`src/rtl/fp_result_sink_if.sv`:
```
// fp_result_sink_if: handshake bundle between the multiplier, the result sink and its consumer.
//   in_z / in_z_stb / in_z_ack       : multiplier result word, strobe, and the sink's acknowledge
//   out_data / out_flags / out_valid : head entry presented to the consumer
//   out_ready                        : consumer accepts the head entry
// Modport slave is the sink's view; modport master is the view of the surrounding logic.
interface fp_result_sink_if;
  logic [31:0] in_z;
  logic        in_z_stb;
  logic        in_z_ack;
  logic        out_valid;
  logic        out_ready;
  logic [31:0] out_data;
  logic [4:0]  out_flags;

  modport slave (
    input  in_z,
    input  in_z_stb,
    output in_z_ack,
    output out_valid,
    input  out_ready,
    output out_data,
    output out_flags
  );

  modport master (
    output in_z,
    output in_z_stb,
    input  in_z_ack,
    input  out_valid,
    output out_ready,
    input  out_data,
    input  out_flags
  );
endinterface

```
`src/rtl/fp_result_sink.sv`:
```
// fp_result_sink: result stage behind the single-precision multiplier.
// Accepts packed IEEE-754 words over strobe/ack, tags each with special-value flags
// {nan, inf, zero, sub, sign}, buffers them in a DEPTH-entry FIFO and presents the head
// over valid/ready. Also keeps a saturating accepted-result counter and a sticky NaN bit.
// Ports:
//   clk          : clock, rising edge
//   rst_n        : synchronous active-low reset
//   bus          : fp_result_sink_if.slave (input strobe/ack side, output valid/ready side)
//   result_count : accepted results, saturates at all-ones
//   nan_seen     : sticky, set once any NaN is accepted
module fp_result_sink #(
  parameter int unsigned DEPTH = 4,
  parameter int unsigned CNT_W = 16
) (
  input  logic               clk,
  input  logic               rst_n,
  fp_result_sink_if.slave    bus,
  output logic [CNT_W-1:0]   result_count,
  output logic               nan_seen
);

  localparam int unsigned PtrW = $clog2(DEPTH);
  localparam logic [PtrW:0] FullCnt = (PtrW + 1)'(DEPTH);

  logic [36:0]      r_mem [DEPTH];
  logic [PtrW-1:0]  r_wr_ptr;
  logic [PtrW-1:0]  r_rd_ptr;
  logic [PtrW:0]    r_count;
  logic [CNT_W-1:0] r_result_count;
  logic             r_nan_seen;

  logic [7:0]  w_exp;
  logic [22:0] w_man;
  logic [4:0]  w_flags;
  logic        w_full;
  logic        w_empty;
  logic        w_push;
  logic        w_pop;

  // Classification of the incoming word.
  assign w_exp   = bus.in_z[30:23];
  assign w_man   = bus.in_z[22:0];
  assign w_flags = {(w_exp == 8'hFF) && (w_man != '0),
                    (w_exp == 8'hFF) && (w_man == '0),
                    (w_exp == 8'h00) && (w_man == '0),
                    (w_exp == 8'h00) && (w_man != '0),
                    bus.in_z[31]};

  assign w_full  = (r_count == FullCnt);
  assign w_empty = (r_count == '0);

  // Ack depends on registered occupancy only, so it never loops back through the strobe.
  assign bus.in_z_ack  = !w_full;
  assign bus.out_valid = !w_empty;
  assign w_push        = bus.in_z_stb && !w_full;
  assign w_pop         = !w_empty && bus.out_ready;

  // Head is read straight from the array; stable while stalled since rd_ptr only moves on pop.
  assign bus.out_data  = r_mem[r_rd_ptr][31:0];
  assign bus.out_flags = r_mem[r_rd_ptr][36:32];

  assign result_count = r_result_count;
  assign nan_seen     = r_nan_seen;

  always_ff @(posedge clk) begin
    if (!rst_n) begin
      for (int unsigned i = 0; i < DEPTH; i++) begin
        r_mem[i] <= '0;
      end
      r_wr_ptr       <= '0;
      r_rd_ptr       <= '0;
      r_count        <= '0;
      r_result_count <= '0;
      r_nan_seen     <= 1'b0;
    end else begin
      if (w_push) begin
        r_mem[r_wr_ptr] <= {w_flags, bus.in_z};
        r_wr_ptr        <= r_wr_ptr + 1'b1;
        if (r_result_count != '1) begin
          r_result_count <= r_result_count + 1'b1;
        end
        if (w_flags[4]) begin
          r_nan_seen <= 1'b1;
        end
      end
      if (w_pop) begin
        r_rd_ptr <= r_rd_ptr + 1'b1;
      end
      case ({w_push, w_pop})
        2'b10:   r_count <= r_count + 1'b1;
        2'b01:   r_count <= r_count - 1'b1;
        default: r_count <= r_count;
      endcase
    end
  end

endmodule

```
`src/flat_wrapper.sv`:
```
// flat-port wrapper written by rule: the top's interface ports become plain ports
module fp_result_sink_flat 
#(
  parameter int unsigned DEPTH = 4,
  parameter int unsigned CNT_W = 16
)
  (clk, rst_n, result_count, nan_seen, bus_in_z, bus_in_z_stb, bus_in_z_ack, bus_out_valid, bus_out_ready, bus_out_data, bus_out_flags);
  fp_result_sink_if bus_i ();
  input  logic clk;
  input  logic rst_n;
  output logic [CNT_W-1:0] result_count;
  output logic nan_seen;
  input wire logic [$bits(bus_i.in_z)-1:0] bus_in_z;
  input wire logic [$bits(bus_i.in_z_stb)-1:0] bus_in_z_stb;
  output wire logic [$bits(bus_i.in_z_ack)-1:0] bus_in_z_ack;
  output wire logic [$bits(bus_i.out_valid)-1:0] bus_out_valid;
  input wire logic [$bits(bus_i.out_ready)-1:0] bus_out_ready;
  output wire logic [$bits(bus_i.out_data)-1:0] bus_out_data;
  output wire logic [$bits(bus_i.out_flags)-1:0] bus_out_flags;
  assign bus_i.in_z = bus_in_z;
  assign bus_i.in_z_stb = bus_in_z_stb;
  assign bus_in_z_ack = bus_i.in_z_ack;
  assign bus_out_valid = bus_i.out_valid;
  assign bus_i.out_ready = bus_out_ready;
  assign bus_out_data = bus_i.out_data;
  assign bus_out_flags = bus_i.out_flags;
  fp_result_sink #(.DEPTH(DEPTH), .CNT_W(CNT_W)) u_core (.clk(clk), .rst_n(rst_n), .bus(bus_i), .result_count(result_count), .nan_seen(nan_seen));
endmodule
```
`config.mk`:
```
export PLATFORM = sky130hd
export DESIGN_NAME = fp_result_sink_flat
export DESIGN_NICKNAME = d
export VERILOG_FILES = /design/src/rtl/fp_result_sink_if.sv /design/src/rtl/fp_result_sink.sv /design/src/flat_wrapper.sv
export SDC_FILE = /design/constraint.sdc
export NUM_CORES = 1
export LEC_CHECK = 0
export CORE_AREA = 2 2 143 159
export CTS_BUF_LIST = sky130_fd_sc_hd__clkbuf_16
export CTS_CLUSTER_DIAMETER = 150
export CTS_CLUSTER_SIZE = 10
export DETAILED_ROUTE_END_ITERATION = 10
export DIE_AREA = 0 0 145 161
export PLACE_DENSITY = 0.52
export REMOVE_ABC_BUFFERS = 1
export SLEW_MARGIN = 20
export SYNTH_ARGS = -nofsm -noshare
export SYNTH_HDL_FRONTEND = slang
export SYNTH_SLANG_ARGS = --single-unit
```
`constraint.sdc`:
```
create_clock -name clk -period 5.3 [get_ports clk]
set_clock_uncertainty 0.1 [all_clocks]
set_input_delay 1.59 -clock clk [delete_from_list [all_inputs] [get_ports clk]]
set_output_delay 1.59 -clock clk [all_outputs]
set_load 0.1 [all_outputs]
```
==> results of run 1 <==
## state kept, by name, summed over array words and instances, names as in the netlist, named ones only
register,count
u_core.nan_seen,1
u_core.r_count,3
u_core.r_mem,144
u_core.r_rd_ptr,2
u_core.r_wr_ptr,2
u_core.result_count,16
## worst max-delay path, delay by kind of cell (launching register included)
family                 cells  cell delay (ns)
multiplexers               1             0.60
buffers and inverters      1             1.00
flip-flops                 1             0.79
## power by group through the flow
stage	clock, mW	sequential [mW]	combinational (mW)
final	1.23	1.70	1.75
after global routing	1.31	1.73	1.82
after CTS	1.25	1.71	1.77
after detailed placement	0	1.74	1.77
after global placement	0	1.73	1.76
after floorplan	0	1.76	1.31
## cell usage after synthesis (2+ instances only)
| cell | count | area [sq um] |
|---|---|---|
| nand2_1 | 42 | 158 |
| and2_1 | 34 | 213 |
| buf_2 | 10 | 50.1 |
| inv_2 | 16 | 60.1 |
| inv_1 | 25 | 93.8 |
| nand2b_1 | 2 | 12.5 |
| edfxtp_1 | 144 | 4320 |
| o211a_1 | 2 | 20.0 |
| o21ai_0 | 6 | 30.0 |
| and3_1 | 4 | 25.0 |
| and4_1 | 5 | 43.8 |
| a21oi_1 | 13 | 65.1 |
| nand3_1 | 7 | 35.0 |
| o21ai_1 | 3 | 15.0 |
| nand4_1 | 4 | 25.0 |
| ha_1 | 2 | 25.0 |
| dfxtp_1 | 26 | 521 |
| nor3_1 | 13 | 65.1 |
| clkbuf_1 | 18 | 67.6 |
| o31ai_1 | 6 | 45.0 |
| o41ai_1 | 2 | 17.5 |
| or4_1 | 6 | 45.0 |
| xor2_1 | 3 | 26.3 |
| nor4_1 | 7 | 43.8 |
| nand4_2 | 2 | 25.0 |
| nor4_2 | 5 | 62.6 |
| mux4_2 | 36 | 811 |
| or3_1 | 6 | 37.5 |
| nor2_1 | 78 | 293 |
| xnor2_1 | 3 | 26.3 |
## metrics by stage
stage / instance area (sq um) / hold WS (ns) / instances
CTS: 9280 / 0.400 / 948
finish: 9290 / 0.396 / 948
detailed placement: 8680 / 0.382 / 916
floorplan: 7340 / 0.375 / 519
global route: 9290 / 0.436 / 948
global placement: 8680 / 0.386 / 916
## worst paths after layout
| kind | from | to | slack [ns] | cells past startpoint |
|---|---|---|---|---|
| setup / recovery | flip-flop | bus_out_data[15] | 0.77 | 2 |
| hold reg to reg | u_core.nan_seen | u_core.nan_seen | 0.40 | 2 |
| hold / removal | u_core.nan_seen | u_core.nan_seen | 0.40 | 2 |
| setup reg to reg | u_core.r_count[2] | u_core.r_count[2] | 2.38 | 9 |
## metal layers
metal / share of wire, % / vias up
li1: - / 2201
met1: 43 / 2325
met2: 51 / 110
met3: 4.2 / 18
met4: 1.3 / 0
met5: 0 / -
## cell type report
cell class              count  area, sq um  share of cell area (%)
multi-input cells         308         2380                    25.7
inverters                  41          154                    1.66
well taps                 295          369                    3.97
clock inverters            12         92.6                   0.997
flip-flops and latches    170         4850                    52.2
repair buffers            102          938                    10.1
clock buffers              20          500                    5.39
## cells by family (layout without fill, tap and decap cells)
family / after synthesis / after routing
AO/OA/AOI/OAI: 36 / 36
XOR/XNOR: 6 / 6
adder cells (fa/ha/maj): 3 / 3
buffers and inverters: 72 / 175
flip-flops: 170 / 170
multiplexers: 37 / 37
AND/OR/NAND/NOR: 226 / 226
==> metrics, run 1 <==
post-CTS sizing 0; share of layout cells above drive strength 1 between 20% and 30%; fin util 42.7%; f_max 0.221 GHz; Psw 1.89 mW; CP arrival 2.84 ns; setup bufs post-CTS 0; Worst Tran Pin Value 0.992 ns; CP max stage delay 1.00 ns; busiest layer in global routing met2; Critical Path RT 3.61 ns; commonest non-fill, non-tap cells in the layout 144 x edfxtp_1, 78 x nor2_1, 69 x clkdlybuf4s50_1; CP startpoint kind flip-flop; Peak VDD IR 0.242 mV; antenna cells 0; Pleak 3.41 nW; Syn Inst Count 550; Area Growth Syn to Fin 24.1%; commonest non-fill, non-tap cell in the layout edfxtp_1; GR Util met2 27.7%; Routed WL per cell 18.9 microns; Post-Syn Area approximately 7500 sq um; Max-slew headroom 33.7%; number of distinct library cells after synthesis 50; CTS H-Tree Depth 4; Die H 161 microns; dpl ws 1.08 ns; Pint roughly 2.8 mW; initial antenna violation count 0; Post-synth EDFFs 144; Ports just over 90; sequential share of the synthesized area 64.8%; input/output buffers 91; CP Max Fanout 19; number of placement rows 57; Compound-Gate Fraction of Synth Area 3.04%; vias in the first global route approximately 5000; Hold Vio Cnt, Final 0; fill count about 2000; Avg Inst Size Synth 13.6 sq um; mux contribution to synthesized area 11.0%; Tot GR Track Use 15.9%; WL final around 18000 microns; CTS tree done; Clk network pwr share 26.3%; Clk Latency, worst-skew pair 0.43 ns; CTS Buffer Depth 2; CP max stage cell clkdlybuf4s50_1; largest net degree at the start of global routing 37; met1 Use GR 19.9%; setup_tns 0 ns; gr ovfl total 0; Min-Delay Path Class reg2reg; combinational power share between 30% and 40%; CTS clk-pin slew, worst paths roughly 0.060 ns; cts hold-fix bufs 0; Starting Density 34.4%; Tcrit/Tclk final 85.4%; die area 23300 sq um; number of DRC markers in iteration 0 258; Yosys reg bits 170; Net Sw Frac 40.3%; Reg power frac between 30 and 40%; # DRC 0; Via density roughly 4.9; Core Area 21800 sq um; clk sinks 170; RSZ-0062 raised after global routing no; Layout Nets 679; Ys Warns 0; Setup crit end kind primary output; Main synth FF type edfxtp_1; clock period minus worst slack roughly 4.5 ns; largest family of logic cells by synthesized area simple AND/OR/NAND/NOR gates; Die Wd 145 microns; 1st-pass router iterations 6; Root Buffer clkbuf_16; met3 Resource Use GR 3.62%; Worst Setup Path Type reg2out; Overall Power 4.68 mW; max-slew violation count 0; XOR/XNOR share of the synthesized area less than 1%; GPL Wtd Cong 0.761; first-pass GRT wire length 28200 microns; Max-cap violations 0; Final WS setup 0.775 ns; Finish-stage setup viols 0; crit path cell chain mux4_2 -> clkdlybuf4s50_1; Num CTS Buffers 17; Post-Synth Simple-Gate Area ~16%; ys async rst share 0%; area share of fa/ha/maj cells after synthesis 0.602%; status finished, final reports clean; power density cells about 500 nW/um^2; via count 4654; Routed Antenna Nets 0; DPL Wire Length around 11000 microns
No activity file was read; power rests on OpenSTA's default activity.
==> inputs of run 2 (changes only) <==
PLACE_DENSITY = 0.5   (was 0.52)
clock period = 4.85 ns   (was 5.3 ns; I/O delays follow)
==> run 2 against run 1 <==
Total power rose by 9.4%. Largest power group unchanged. Cell count decreased by 0.11%. Highest routed layer unchanged. Global-route usage down 0.23 points. Clock power grew 11%. Worst hold slack better by 0.0060 ns.
==> metrics, run 2 (synthesis gave the netlist of run 1 again) <==
status finished, final reports clean; fill count between 2000 and 2500; Finish-stage setup viols 0; Clk network pwr share 26.6%; # DRC 0; Top reg by flops u_core.r_mem; CP Max Fanout 8; input/output buffers 91; Num CTS Buffers 17; Setup crit end kind primary output; setup_tns 0 ns; FF-to-FF Start u_core.r_count[2]; first-pass GRT wire length 27900 microns; clock period minus worst slack 4.00 ns; CP startpoint u_core.r_count[0]; clk sinks 170; commonest non-fill, non-tap cells in the layout 144 x edfxtp_1, 78 x nor2_1, 54 x clkdlybuf4s50_1; Pint 3.02 mW; max-slew violation count 0; worst min-delay path startpoint u_core.nan_seen; placed cell count around 920; f_max around 0.25 GHz; Net Sw Frac 41.1%; CP max stage cell clkdlybuf4s50_1; CP startpoint kind flip-flop; Pleak between 3 and 4 nW; crit path cell chain or3b_1 -> clkdlybuf4s50_1; Starting Density 34.4%; Core Area 21800 sq um; Worst Tran Pin Value 1.11 ns; max reg flops 144; Layout Nets 678; DPL Wire Length about 10000 microns; Ports 92; share of layout cells above drive strength 1 23.0%; Area Growth Syn to Fin 23.8%; largest net degree at the start of global routing 38; Worst Setup Path Type reg2out; WHS 0.402 ns; setup bufs post-CTS 0; CTS Buffer Depth 2; number of placement rows 57; Max-slew headroom 26.1%; CP arrival 2.45 ns; Tot GR Track Use 15.6%; CTS tree done; Hold Vio Cnt, Final 0; CTS H-Tree Depth 4; Routed Antenna Nets 0; antenna cells 0; die area 23300 sq um; Layout Cells excl Fill 947; Peak VDD IR 0.426 mV; Die Wd 145 microns; combinational power share 37.0%; Tcrit/Tclk final 82.5%; Psw 2.10 mW; Clk Latency, worst-skew pair between 0.4 and 0.5 ns; gr ovfl total 0; Min-Delay Path Class reg2reg; power density cells 554 nW/um^2; Reg power frac between 30% and 40%; Via density 4.95; initial antenna violation count 0; CP max stage delay 1.22 ns; number of DRC markers in iteration 0 276; post-CTS sizing 0; vias in the first global route 4933; Overall Power a little over 5 mW; via count about 4700; CTS clk-pin slew, worst paths 0.07 ns; Critical Path RT 3.29 ns; Die H 161 microns; WL final 17500 microns; Max-cap violations 0; RSZ-0062 raised after global routing no; Routed WL per cell 18.5 microns; Root Buffer clkbuf_16; 1st-pass router iterations 4; commonest non-fill, non-tap cell in the layout edfxtp_1; cts hold-fix bufs 0; GPL Wtd Cong 0.719
[run 2: area by class of cell]
class,count,area (sq um),share of cell area [%]
Clock inverter,15,164,1.77
Multi-Input combinational cell,308,2400,25.9
Inverter,41,154,1.66
Tap cell,295,369,3.99
Clock buffer,17,425,4.59
Timing Repair Buffer,101,906,9.78
Sequential cell,170,4850,52.3
[run 2: power by group through the flow]
stage / clock [mW] / sequential, mW / combinational (mW)
after floorplan: 0 / 1.92 / 1.43
after global placement: 0 / 1.90 / 1.91
after detailed placement: 0 / 1.91 / 1.92
after CTS: 1.39 / 1.87 / 1.92
after global routing: 1.46 / 1.89 / 1.98
final: 1.36 / 1.87 / 1.89
[run 2: per-stage QoR]
stage	area, sq um	worst slack (ns)	utilization, %
after floorplan	7340	-0.00424	-
after detailed placement	8660	0.819	39.8
after global routing	9260	0.721	42.6
after CTS	9250	0.815	42.5
after global placement	8660	0.892	39.8
final	9260	0.850	42.6
[run 2: worst paths after layout]
path	endpoint	slack, ns	depth (start not counted)
worst max-delay path	bus_in_z_ack	0.85	2
worst min-delay path	u_core.nan_seen	0.40	2
worst max register to register	u_core.r_count[2]	1.89	9
worst min register to register	u_core.nan_seen	0.40	2
[run 2: routing by layer]
| metal | routed length, microns | part of all wire [%] | global-route usage, % |
|---|---|---|---|
| met2 | 8440 | 48 | 25.6 |
| met3 | 882 | 5.0 | 3.73 |
| met1 | 7990 | 46 | 20.8 |
| met4 | 234 | 1.3 | 4.82 |
| met5 | 0 | 0 | 0 |
[run 2: critical path: cells and delay by family (launching register included)]
kind	cells	cell delay, ns
buffers and inverters	1	1.22
and+or+nand+nor	1	0.40
DFF	1	0.39
==> inputs of run 3 (changes only) <==
PLACE_DENSITY = 0.52   (was 0.5)
clock period = 3.6 ns   (was 4.85 ns; I/O delays follow)
==> run 3 against run 2 <==
Non-clock buffer count is 14 higher. Sequential cell count unchanged. Wire length about the same. First-iteration DRC count down 40%. Combinational power up 50%. Highest routed layer unchanged.
==> metrics, run 3 (synthesis gave the netlist of run 1 again) <==
status finished, final reports clean; Top reg by flops u_core.r_mem; vias in the first global route 5174; Root Buffer clkbuf_16; reg-to-reg setup timing slack 0.91 ns; initial antenna violation count 0; Core Area 21800 sq um; placed cell count 929; GR Util met2 between 20 and 30%; setup_tns 0 ns; Layout Nets 692; Tcrit/Tclk final 89.4%; Worst Setup Path Type reg2out; Critical R2R Capture u_core.r_count[2]; Die H roughly 160 microns; clock period minus worst slack 3.22 ns; Routed WL per cell 18.2 microns; power density cells 755 nW/um^2; CP Max Fanout 32; largest net degree at the start of global routing 38; WL final between 15000 and 20000 microns; # DRC 0; Tot GR Track Use 15.6%; Peak VDD IR ~0.47 mV; Max-slew headroom between 50 and 60%; FF-to-FF Start u_core.r_count[2]; Worst Tran Pin Value 0.652 ns; Max-cap violations 0; via count approximately 4700; worst min-delay path startpoint u_core.nan_seen; 1st-pass router iterations 4; commonest non-fill, non-tap cell in the layout edfxtp_1; Ports 92; Critical Path RT approximately 2.4 ns; number of DRC markers in iteration 0 166; CP startpoint kind flip-flop; met1 Use GR 18.2%; DPL Wire Length 11200 microns; Setup crit end kind primary output; first-pass GRT wire length 27800 microns; gr ovfl total 0; cts hold-fix bufs 0; Hold EP u_core.nan_seen; number of placement rows 57; CP arrival just over 2 ns; RSZ-0062 raised after global routing no; commonest non-fill, non-tap cells in the layout 144 x edfxtp_1, 78 x nor2_1, 61 x buf_4; Routed Antenna Nets 0; CTS H-Tree Depth 4; clk sinks 170; Layout Cells excl Fill 961; Pleak 3.59 nW; Min-Delay Path Class reg2reg; Worst R2R Path Depth 9; hold path cells 2; setup bufs post-CTS 0; Via density 4.91; CTS Buffer Depth 2; die area 23300 sq um; max reg flops around 140; antenna cells 0; input/output buffers 91; CTS clk-pin slew, worst paths roughly 0.060 ns; Clk Latency, worst-skew pair 0.42 ns; max-slew violation count 0; post-CTS sizing 0; Num CTS Buffers 17; fill count 2015; share of layout cells above drive strength 1 26.9%; Finish-stage setup viols 0; Starting Density between 30% and 40%; CTS tree done; Die Wd 145 microns; met3 Resource Use GR 3.67%; f_max 0.311 GHz; GPL Wtd Cong about 0.76; Area Growth Syn to Fin 27.7%; busiest layer in global routing met2; Hold Vio Cnt, Final 0
==> run 3: worst max path at each step <==
| stage | start | end | slack (ns) |
|---|---|---|---|
| 2_1_floorplan | u_core.r_count[0] | u_core.r_mem[1][0] | -1.21 |
| 3_3_place_gp | bus_in_z[10] | u_core.r_mem[1][35] | 0.43 |
| 3_5_place_dp | bus_in_z[10] | u_core.r_mem[2][35] | 0.37 |
| 4_1_cts | flip-flop | bus_out_flags[0] | 0.32 |
| 5_1_grt | flip-flop | bus_out_flags[0] | 0.25 |
| 6_report | flip-flop | bus_out_flags[0] | 0.38 |
==> run 3: cell type report <==
cell class | count | area, sq um | share of cell area [%]
multi-input cells | 308 | 2380 | 24.9
well taps | 295 | 369 | 3.86
clock buffers | 17 | 425 | 4.45
inverters | 41 | 154 | 1.61
clock inverters | 15 | 196 | 2.06
flip-flops and latches | 170 | 4850 | 50.7
repair buffers | 115 | 1190 | 12.4
==> run 3: worst max-delay path, stage by stage, from the launching register on <==
cell and delay, ns:
dfxtp_2 0.45, buf_12 0.32, mux4_2 0.59, buf_4 0.26
==> run 3: stage by stage <==
step	hold WS, ns	power, mW	utilization [%]	area (sq um)	setup slack, ns
after floorplan	0.375	4.52	-	7340	-1.21
after global placement	0.373	5.35	41.1	8930	0.427
after detailed placement	0.350	5.38	41.1	8930	0.371
after CTS	0.372	7.29	43.9	9560	0.317
after global routing	0.398	7.49	43.9	9560	0.247
final	0.367	7.22	43.9	9560	0.382
==> run 3: power by group <==
part / switching (mW) / total (mW) / internal [mW]
logic: 1.98 / 2.84 / 0.860
clock network: 0.759 / 1.92 / 1.16
registers: 0.0930 / 2.46 / 2.36
total: 2.83 / 7.22 / 4.39
==> run 3: layer usage <==
layer	vias to the layer above	routed length [microns]
met1	2341	7070
met5	-	0
met2	131	9260
li1	2226	-
met3	20	968
met4	0	238
